[src/rtl/modu_pkg.sv]
// Shared definitions for the modular exponentiator: default operand width and FSM encoding.
package modu_pkg;

    localparam int NLEN_DEF = 32;

    localparam logic [3:0] ST_IDLE     = 4'd0;
    localparam logic [3:0] ST_REDUCE   = 4'd1;
    localparam logic [3:0] ST_WAIT_RED = 4'd2;
    localparam logic [3:0] ST_CHECK    = 4'd3;
    localparam logic [3:0] ST_MUL      = 4'd4;
    localparam logic [3:0] ST_WAIT_MUL = 4'd5;
    localparam logic [3:0] ST_SQR      = 4'd6;
    localparam logic [3:0] ST_WAIT_SQR = 4'd7;
    localparam logic [3:0] ST_FINISH   = 4'd8;

    typedef enum logic [3:0] {
        S_IDLE     = ST_IDLE,
        S_REDUCE   = ST_REDUCE,
        S_WAIT_RED = ST_WAIT_RED,
        S_CHECK    = ST_CHECK,
        S_MUL      = ST_MUL,
        S_WAIT_MUL = ST_WAIT_MUL,
        S_SQR      = ST_SQR,
        S_WAIT_SQR = ST_WAIT_SQR,
        S_FINISH   = ST_FINISH
    } state_t;

endpackage

[src/rtl/modu_mul_128.sv]
// Serial modular multiplier p = x*y mod m (x < m), one bit of y per cycle, LSB first.
// Latency bitlen(y)+2 cycles from strobe to ready; strobes while busy are ignored.
module modu_mul_128
    import modu_pkg::*;
#(
    parameter int NLEN = NLEN_DEF
) (
    input  logic            clk,
    input  logic            rst_n,
    input  logic            strobe,
    input  logic [NLEN-1:0] x,
    input  logic [NLEN-1:0] y,
    input  logic [NLEN-1:0] m,
    output logic            ready,
    output logic [NLEN-1:0] p,
    output logic            busy
);

    logic            busy_q,  busy_d;
    logic            ready_q, ready_d;
    logic [NLEN-1:0] acc_q,   acc_d;
    logic [NLEN-1:0] a_q,     a_d;
    logic [NLEN-1:0] y_q,     y_d;
    logic [NLEN-1:0] m_q,     m_d;
    logic [NLEN-1:0] p_q,     p_d;

    // acc and a are both < m, so one conditional subtract keeps each sum reduced.
    logic [NLEN:0]   m_ext, sum, dbl;
    logic [NLEN-1:0] sum_red, dbl_red;

    assign m_ext   = {1'b0, m_q};
    assign sum     = {1'b0, acc_q} + {1'b0, a_q};
    assign dbl     = {a_q, 1'b0};
    assign sum_red = (sum >= m_ext) ? NLEN'(sum - m_ext) : sum[NLEN-1:0];
    assign dbl_red = (dbl >= m_ext) ? NLEN'(dbl - m_ext) : dbl[NLEN-1:0];

    always_comb begin
        busy_d  = busy_q;
        ready_d = 1'b0;
        acc_d   = acc_q;
        a_d     = a_q;
        y_d     = y_q;
        m_d     = m_q;
        p_d     = p_q;
        if (busy_q) begin
            if (y_q == '0) begin
                busy_d  = 1'b0;
                ready_d = 1'b1;
                p_d     = acc_q;
            end else begin
                if (y_q[0]) acc_d = sum_red;
                a_d = dbl_red;
                y_d = y_q >> 1;
            end
        end else if (strobe) begin
            busy_d = 1'b1;
            acc_d  = '0;
            a_d    = x;
            y_d    = y;
            m_d    = m;
        end
    end

    always_ff @(posedge clk or negedge rst_n) begin
        if (!rst_n) begin
            busy_q  <= 1'b0;
            ready_q <= 1'b0;
            acc_q   <= '0;
            a_q     <= '0;
            y_q     <= '0;
            m_q     <= '0;
            p_q     <= '0;
        end else begin
            busy_q  <= busy_d;
            ready_q <= ready_d;
            acc_q   <= acc_d;
            a_q     <= a_d;
            y_q     <= y_d;
            m_q     <= m_d;
            p_q     <= p_d;
        end
    end

    assign ready = ready_q;
    assign p     = p_q;
    assign busy  = busy_q;

endmodule

[src/rtl/modu_exp.sv]
// Modular exponentiator: result = base^exp mod m by right-to-left square-and-multiply.
// Latency data-dependent; done pulses one cycle; start is ignored while busy.
module modu_exp
    import modu_pkg::*;
#(
    parameter int NLEN = NLEN_DEF
) (
    input  logic            clk,
    input  logic            rst_n,
    input  logic            start,
    input  logic [NLEN-1:0] base,
    input  logic [NLEN-1:0] exp,
    input  logic [NLEN-1:0] m,
    output logic [NLEN-1:0] result,
    output logic            busy,
    output logic            done,
    output logic            error
);

    state_t          state_q, state_d;
    logic [NLEN-1:0] e_q, e_d;
    logic [NLEN-1:0] b_q, b_d;
    logic [NLEN-1:0] r_q, r_d;
    logic [NLEN-1:0] m_q, m_d;
    logic [NLEN-1:0] base_q, base_d;
    logic [NLEN-1:0] result_q, result_d;
    logic            busy_q, busy_d;
    logic            done_q, done_d;
    logic            error_q, error_d;

    logic            mul_strobe, mul_ready, mul_busy;
    logic [NLEN-1:0] mul_x, mul_y, mul_p;

    modu_mul_128 #(.NLEN(NLEN)) u_mul (
        .clk    (clk),
        .rst_n  (rst_n),
        .strobe (mul_strobe),
        .x      (mul_x),
        .y      (mul_y),
        .m      (m_q),
        .ready  (mul_ready),
        .p      (mul_p),
        .busy   (mul_busy)
    );

    // Operands are held across both the strobe state and its wait state.
    always_comb begin
        mul_x = '0;
        mul_y = '0;
        unique case (state_q)
            S_REDUCE, S_WAIT_RED: begin mul_x = NLEN'(1); mul_y = base_q; end
            S_MUL,    S_WAIT_MUL: begin mul_x = r_q;      mul_y = b_q;    end
            S_SQR,    S_WAIT_SQR: begin mul_x = b_q;      mul_y = b_q;    end
            default:              ;
        endcase
    end

    assign mul_strobe = ((state_q == S_REDUCE) || (state_q == S_MUL) || (state_q == S_SQR))
                        && !mul_busy;

    always_comb begin
        state_d  = state_q;
        e_d      = e_q;
        b_d      = b_q;
        r_d      = r_q;
        m_d      = m_q;
        base_d   = base_q;
        result_d = result_q;
        busy_d   = busy_q;
        done_d   = 1'b0;
        error_d  = error_q;
        unique case (state_q)
            S_IDLE: begin
                if (start) begin
                    base_d  = base;
                    e_d     = exp;
                    m_d     = m;
                    b_d     = '0;
                    r_d     = '0;
                    busy_d  = 1'b1;
                    state_d = (m <= NLEN'(1)) ? S_FINISH : S_REDUCE;
                end
            end
            S_REDUCE: if (mul_strobe) state_d = S_WAIT_RED;
            S_WAIT_RED: begin
                if (mul_ready) begin
                    b_d     = mul_p;
                    r_d     = NLEN'(1);
                    state_d = S_CHECK;
                end
            end
            S_CHECK: begin
                if (e_q == '0)    state_d = S_FINISH;
                else if (e_q[0])  state_d = S_MUL;
                else              state_d = S_SQR;
            end
            S_MUL: if (mul_strobe) state_d = S_WAIT_MUL;
            S_WAIT_MUL: begin
                if (mul_ready) begin
                    r_d     = mul_p;
                    state_d = (e_q[NLEN-1:1] == '0) ? S_FINISH : S_SQR;
                end
            end
            S_SQR: if (mul_strobe) state_d = S_WAIT_SQR;
            S_WAIT_SQR: begin
                if (mul_ready) begin
                    b_d     = mul_p;
                    e_d     = e_q >> 1;
                    state_d = S_CHECK;
                end
            end
            S_FINISH: begin
                // r_q is still zero on the m <= 1 shortcut.
                result_d = r_q;
                error_d  = (m_q == '0);
                done_d   = 1'b1;
                busy_d   = 1'b0;
                state_d  = S_IDLE;
            end
            default: state_d = S_IDLE;
        endcase
    end

    always_ff @(posedge clk or negedge rst_n) begin
        if (!rst_n) begin
            state_q  <= S_IDLE;
            e_q      <= '0;
            b_q      <= '0;
            r_q      <= '0;
            m_q      <= '0;
            base_q   <= '0;
            result_q <= '0;
            busy_q   <= 1'b0;
            done_q   <= 1'b0;
            error_q  <= 1'b0;
        end else begin
            state_q  <= state_d;
            e_q      <= e_d;
            b_q      <= b_d;
            r_q      <= r_d;
            m_q      <= m_d;
            base_q   <= base_d;
            result_q <= result_d;
            busy_q   <= busy_d;
            done_q   <= done_d;
            error_q  <= error_d;
        end
    end

    assign result = result_q;
    assign busy   = busy_q;
    assign done   = done_q;
    assign error  = error_q;

endmodule

[config.mk]
export PLATFORM = sky130hd
export DESIGN_NAME = modu_exp
export DESIGN_NICKNAME = d
export VERILOG_FILES = /design/src/rtl/modu_pkg.sv /design/src/rtl/modu_mul_128.sv /design/src/rtl/modu_exp.sv
export SDC_FILE = /design/constraint.sdc
export NUM_CORES = 1
export LEC_CHECK = 0
export CELL_PAD_IN_SITES_DETAIL_PLACEMENT = 0
export CELL_PAD_IN_SITES_GLOBAL_PLACEMENT = 2
export CORE_MARGIN = 10
export CORE_UTILIZATION = 35
export DETAILED_ROUTE_END_ITERATION = 10
export PLACE_DENSITY_LB_ADDON = 0.3
export SLEW_MARGIN = 10
export SYNTH_ARGS = -nofsm -noshare
export SYNTH_HDL_FRONTEND = slang
export SYNTH_SLANG_ARGS = --single-unit
[constraint.sdc]
create_clock -name clk -period 8.4 [get_ports clk]
set_input_delay 0.84 -clock clk [delete_from_list [all_inputs] [get_ports clk]]
set_output_delay 0.84 -clock clk [all_outputs]
set_load 0.02 [all_outputs]
==> out/metrics.yaml <==
clocking:
  clockBufferDepth: 3
  numCtsBuffers: 43
  cts_resized: 0
  clockRootBuffer: "clkbuf_16"
  cts_sinks: 361
  clk_pin_slew_ns: 0.06
  tritoncts: "done"
  cts-hold-fix-buffers: 0
  clk_latency_ns: 0.58
  htree_levels: 2
  post_cts_buffers: 0
timing:
  timing.final.max_slew_violations: 0
  worstMarginPinSlew_ns: 1.127
  max_freq_mhz: 168.2
  whs_ns: 0.3091
  post-route-min-period_ns: 5.945
  rsz0062_at_grt: "no"
  fin_setup_tns_ns: 0
  skew_ns: 0.01796
  hold_violations: 0
  setup_viol: 0
  fin_crit_sh: 0.7077
  slew_headroom: 0.2484
  finalWorstSetupSlack_ns: 2.455
logic_synthesis:
  synth.most_common_cell: "dfrtp_1"
  ys_seq_area_frac: 0.4289
  yosys_warnings: 0
  syn_area_per_cell_um2: 9.560
  synth_top_flop_cell: "dfrtp_1"
  syn-num-nets: 2401
  synth_commonest_cells: "dfrtp_1, nand2_1, o21ai_0"
  synth_cell_types: 77
  ys_top_cells_by_area: "dfrtp_1, mux2_2, ha_1, nand2_1, o21ai_0"
  synth_edf_count: 0
  synth_area_mm2: 0.02106
  synth_area_leader_cell: "dfrtp_1"
  synth_top_area_share: 0.4289
  syn_inst: 2203
  postSynth.asyncResetShare: 1.000
  ys_ff_latch: 361
grt:
  grt_pass1_wl_um: 101400
  gr-total-overflow: 0
  grt_pass1_vias: 16877
  grt_start_max_net_pins: 102
  track_usage: 0.1815
  antenna_found_initial: 0
pwr:
  power_density_mw_per_mm2: 153.4
  power_frac_seq: 0.461
  p_clk_frac: 0.514
  p_comb_frac: 0.025
  p_leak_nw: 11.82
  vdd_ir_drop_max_v: 0.0001199
  total_power_w: 0.003771
  p_switching_w: 0.0008219
  p_int_w: 0.002949
  swShare: 0.2180
cells_and_area:
  nNetsFinal: 2483
  syn_to_final_growth_pct: 16.71
  diodes: 0
  fill_cells: 5812
  layout-drive-gt1-share: 0.1254
critical_path:
  startpoint: "u_mul.a_q[6]"
  path_class: "reg2reg"
  required_ns: 8.87
  critPathMaxFanout: 43
  path_buf_inv: 1
  reg2reg_from: "u_mul.a_q[6]"
  rr_worst_depth: 17
  rrSetupSlack_ns: 2.45
  critPathCaptureType: "register"
  critical_path.most_common_cell: "ha_1"
  critical_path_arrival_ns: 6.41
  worst_r2r_endpoint: "u_mul.acc_q[22]"
  cp_cell_sequence: "ha_1 -> o211ai_1 -> a2111oi_0 -> nand3_1 -> a31oi_1 -> nor2_1 -> or4_1 -> o311a_1 -> ha_1 -> nand4_1 -> nor4_1 -> nand2b_1 -> o2111ai_1 -> a311oi_4 -> buf_4 -> and2_1 -> a221o_1"
  path_delay_family: "compound AO/OA/AOI/OAI gates"
  start_kind: "register"
  cp_slowest_cell: "a2111oi_0"
  critPathMaxStageDelay_ns: 0.75
floorplan:
  ioPinCount: 134
  num_rows: 89
  core_area_mm2: 0.05935
  fp.dieH_um: 265.3
  fp.dieArea_mm2: 0.07039
  initial_utilization: 0.3548
  die_width_um: 265.3
outcome:
  status: "finished, final reports clean"
placement:
  gp_congestion: 0.8922
  portBuffers: 133
  place_ws_ns: 2.467
  dp_hpwl_um: 48250
route:
  ant_nets: 0
  wl_per_cell_um: 21.11
  via_per_inst: 5.484
  vias: 16924
  finalWirelength_um: 65160
  drc: 0
  drt-initial-drc-count: 1061
  drt_pass1_iterations: 6
flow_run:
  max-cap-violations: 0
min_path:
  hold_class: "in2async"
-- worst max path at each step --
stage                                 end  slack (ns)  depth (start not counted)
after CTS                 u_mul.acc_q[31]        2.44                         17
after global routing      u_mul.acc_q[18]        1.89                         17
final                     u_mul.acc_q[22]        2.45                         17
after detailed placement  u_mul.acc_q[31]        2.47                         17
after floorplan           u_mul.acc_q[31]        3.78                         21
after global placement    u_mul.acc_q[18]        2.65                         17
-- worst register-to-register path: stages, from the launching register on --
cell       delay [ns]
dfrtp_1          0.42
ha_1             0.41
o211ai_1         0.18
a2111oi_0        0.75
nand3_1          0.32
a31oi_1          0.29
nor2_1           0.10
or4_1            0.52
o311a_1          0.18
ha_1             0.41
nand4_1          0.24
nor4_1           0.49
nand2b_1         0.14
o2111ai_1        0.33
a311oi_4         0.07
buf_4            0.28
and2_1           0.32
a221o_1          0.38
-- routing by layer --
layer / wire [um] / part of all wire / track usage / up-vias
met5: 0 / 0 / 0 / -
li1: - / - / - / 8186
met3: 2522 / 0.039 / 0.02860 / 92
met1: 28610 / 0.44 / 0.2317 / 8349
met2: 32240 / 0.49 / 0.3122 / 297
met4: 1783 / 0.027 / 0.05296 / 0
-- power by group through the flow --
stage / logic (W) / clock network (W) / registers (W)
after floorplan: 0.00000548 / 0 / 0.00177
after global placement: 0.0000960 / 0 / 0.00177
after detailed placement: 0.0000970 / 0 / 0.00177
after CTS: 0.0000974 / 0.00200 / 0.00174
after global routing: 0.000104 / 0.00207 / 0.00174
final: 0.0000930 / 0.00194 / 0.00174
-- per-stage QoR --
step                cell area (um2)  cells    util
CTS                           24580   3086  0.4141
finish                        24580   3086  0.4141
global placement              23120   3013  0.3896
floorplan                     21060   2203       -
global route                  24580   3086  0.4141
detailed placement            23120   3013  0.3896
-- logic make-up (layout without fill, tap and decap cells) --
group	count (synthesis)	count (layout)	synth area share
compound gates	589	589	0.1755
xor+xnor	74	74	0.03077
fa+ha+maj	99	99	0.05988
buf+inv	183	293	0.03505
flops	361	361	0.4289
mux	247	247	0.1271
simple gates	650	650	0.1428
-- cell type report --
cell class              count  area (um2)  area share
clock buffers              58        1252     0.05095
repair buffers            158        1524     0.06200
clock inverters            15       203.9    0.008297
well taps                 773       967.2     0.03935
inverters                  62       232.7    0.009468
multi-input cells        1659       11360      0.4623
flip-flops and latches    361        9036      0.3676
-- cells in the final DEF, fill, tap and decap left out, drive strengths merged, types with 17 or more instances in the layout --
cell type      netlist  final
nor3                48     48
nor2               121    121
clkdlybuf4s50        0    132
nand4               19     19
inv                 62     63
dfrtp              361    361
a21o                44     44
clkbuf              90     58
a221o               35     35
a31oi               25     25
o21ai              193    193
nand2              263    263
mux2               163    163
xnor2               51     51
mux2i               84     84
nand3               68     68
ha                  96     96
xor2                23     23
nand2b              17     17
nor4                32     32
buf                 31     26
a21oi              167    167
(Power assumes the default switching activity.)
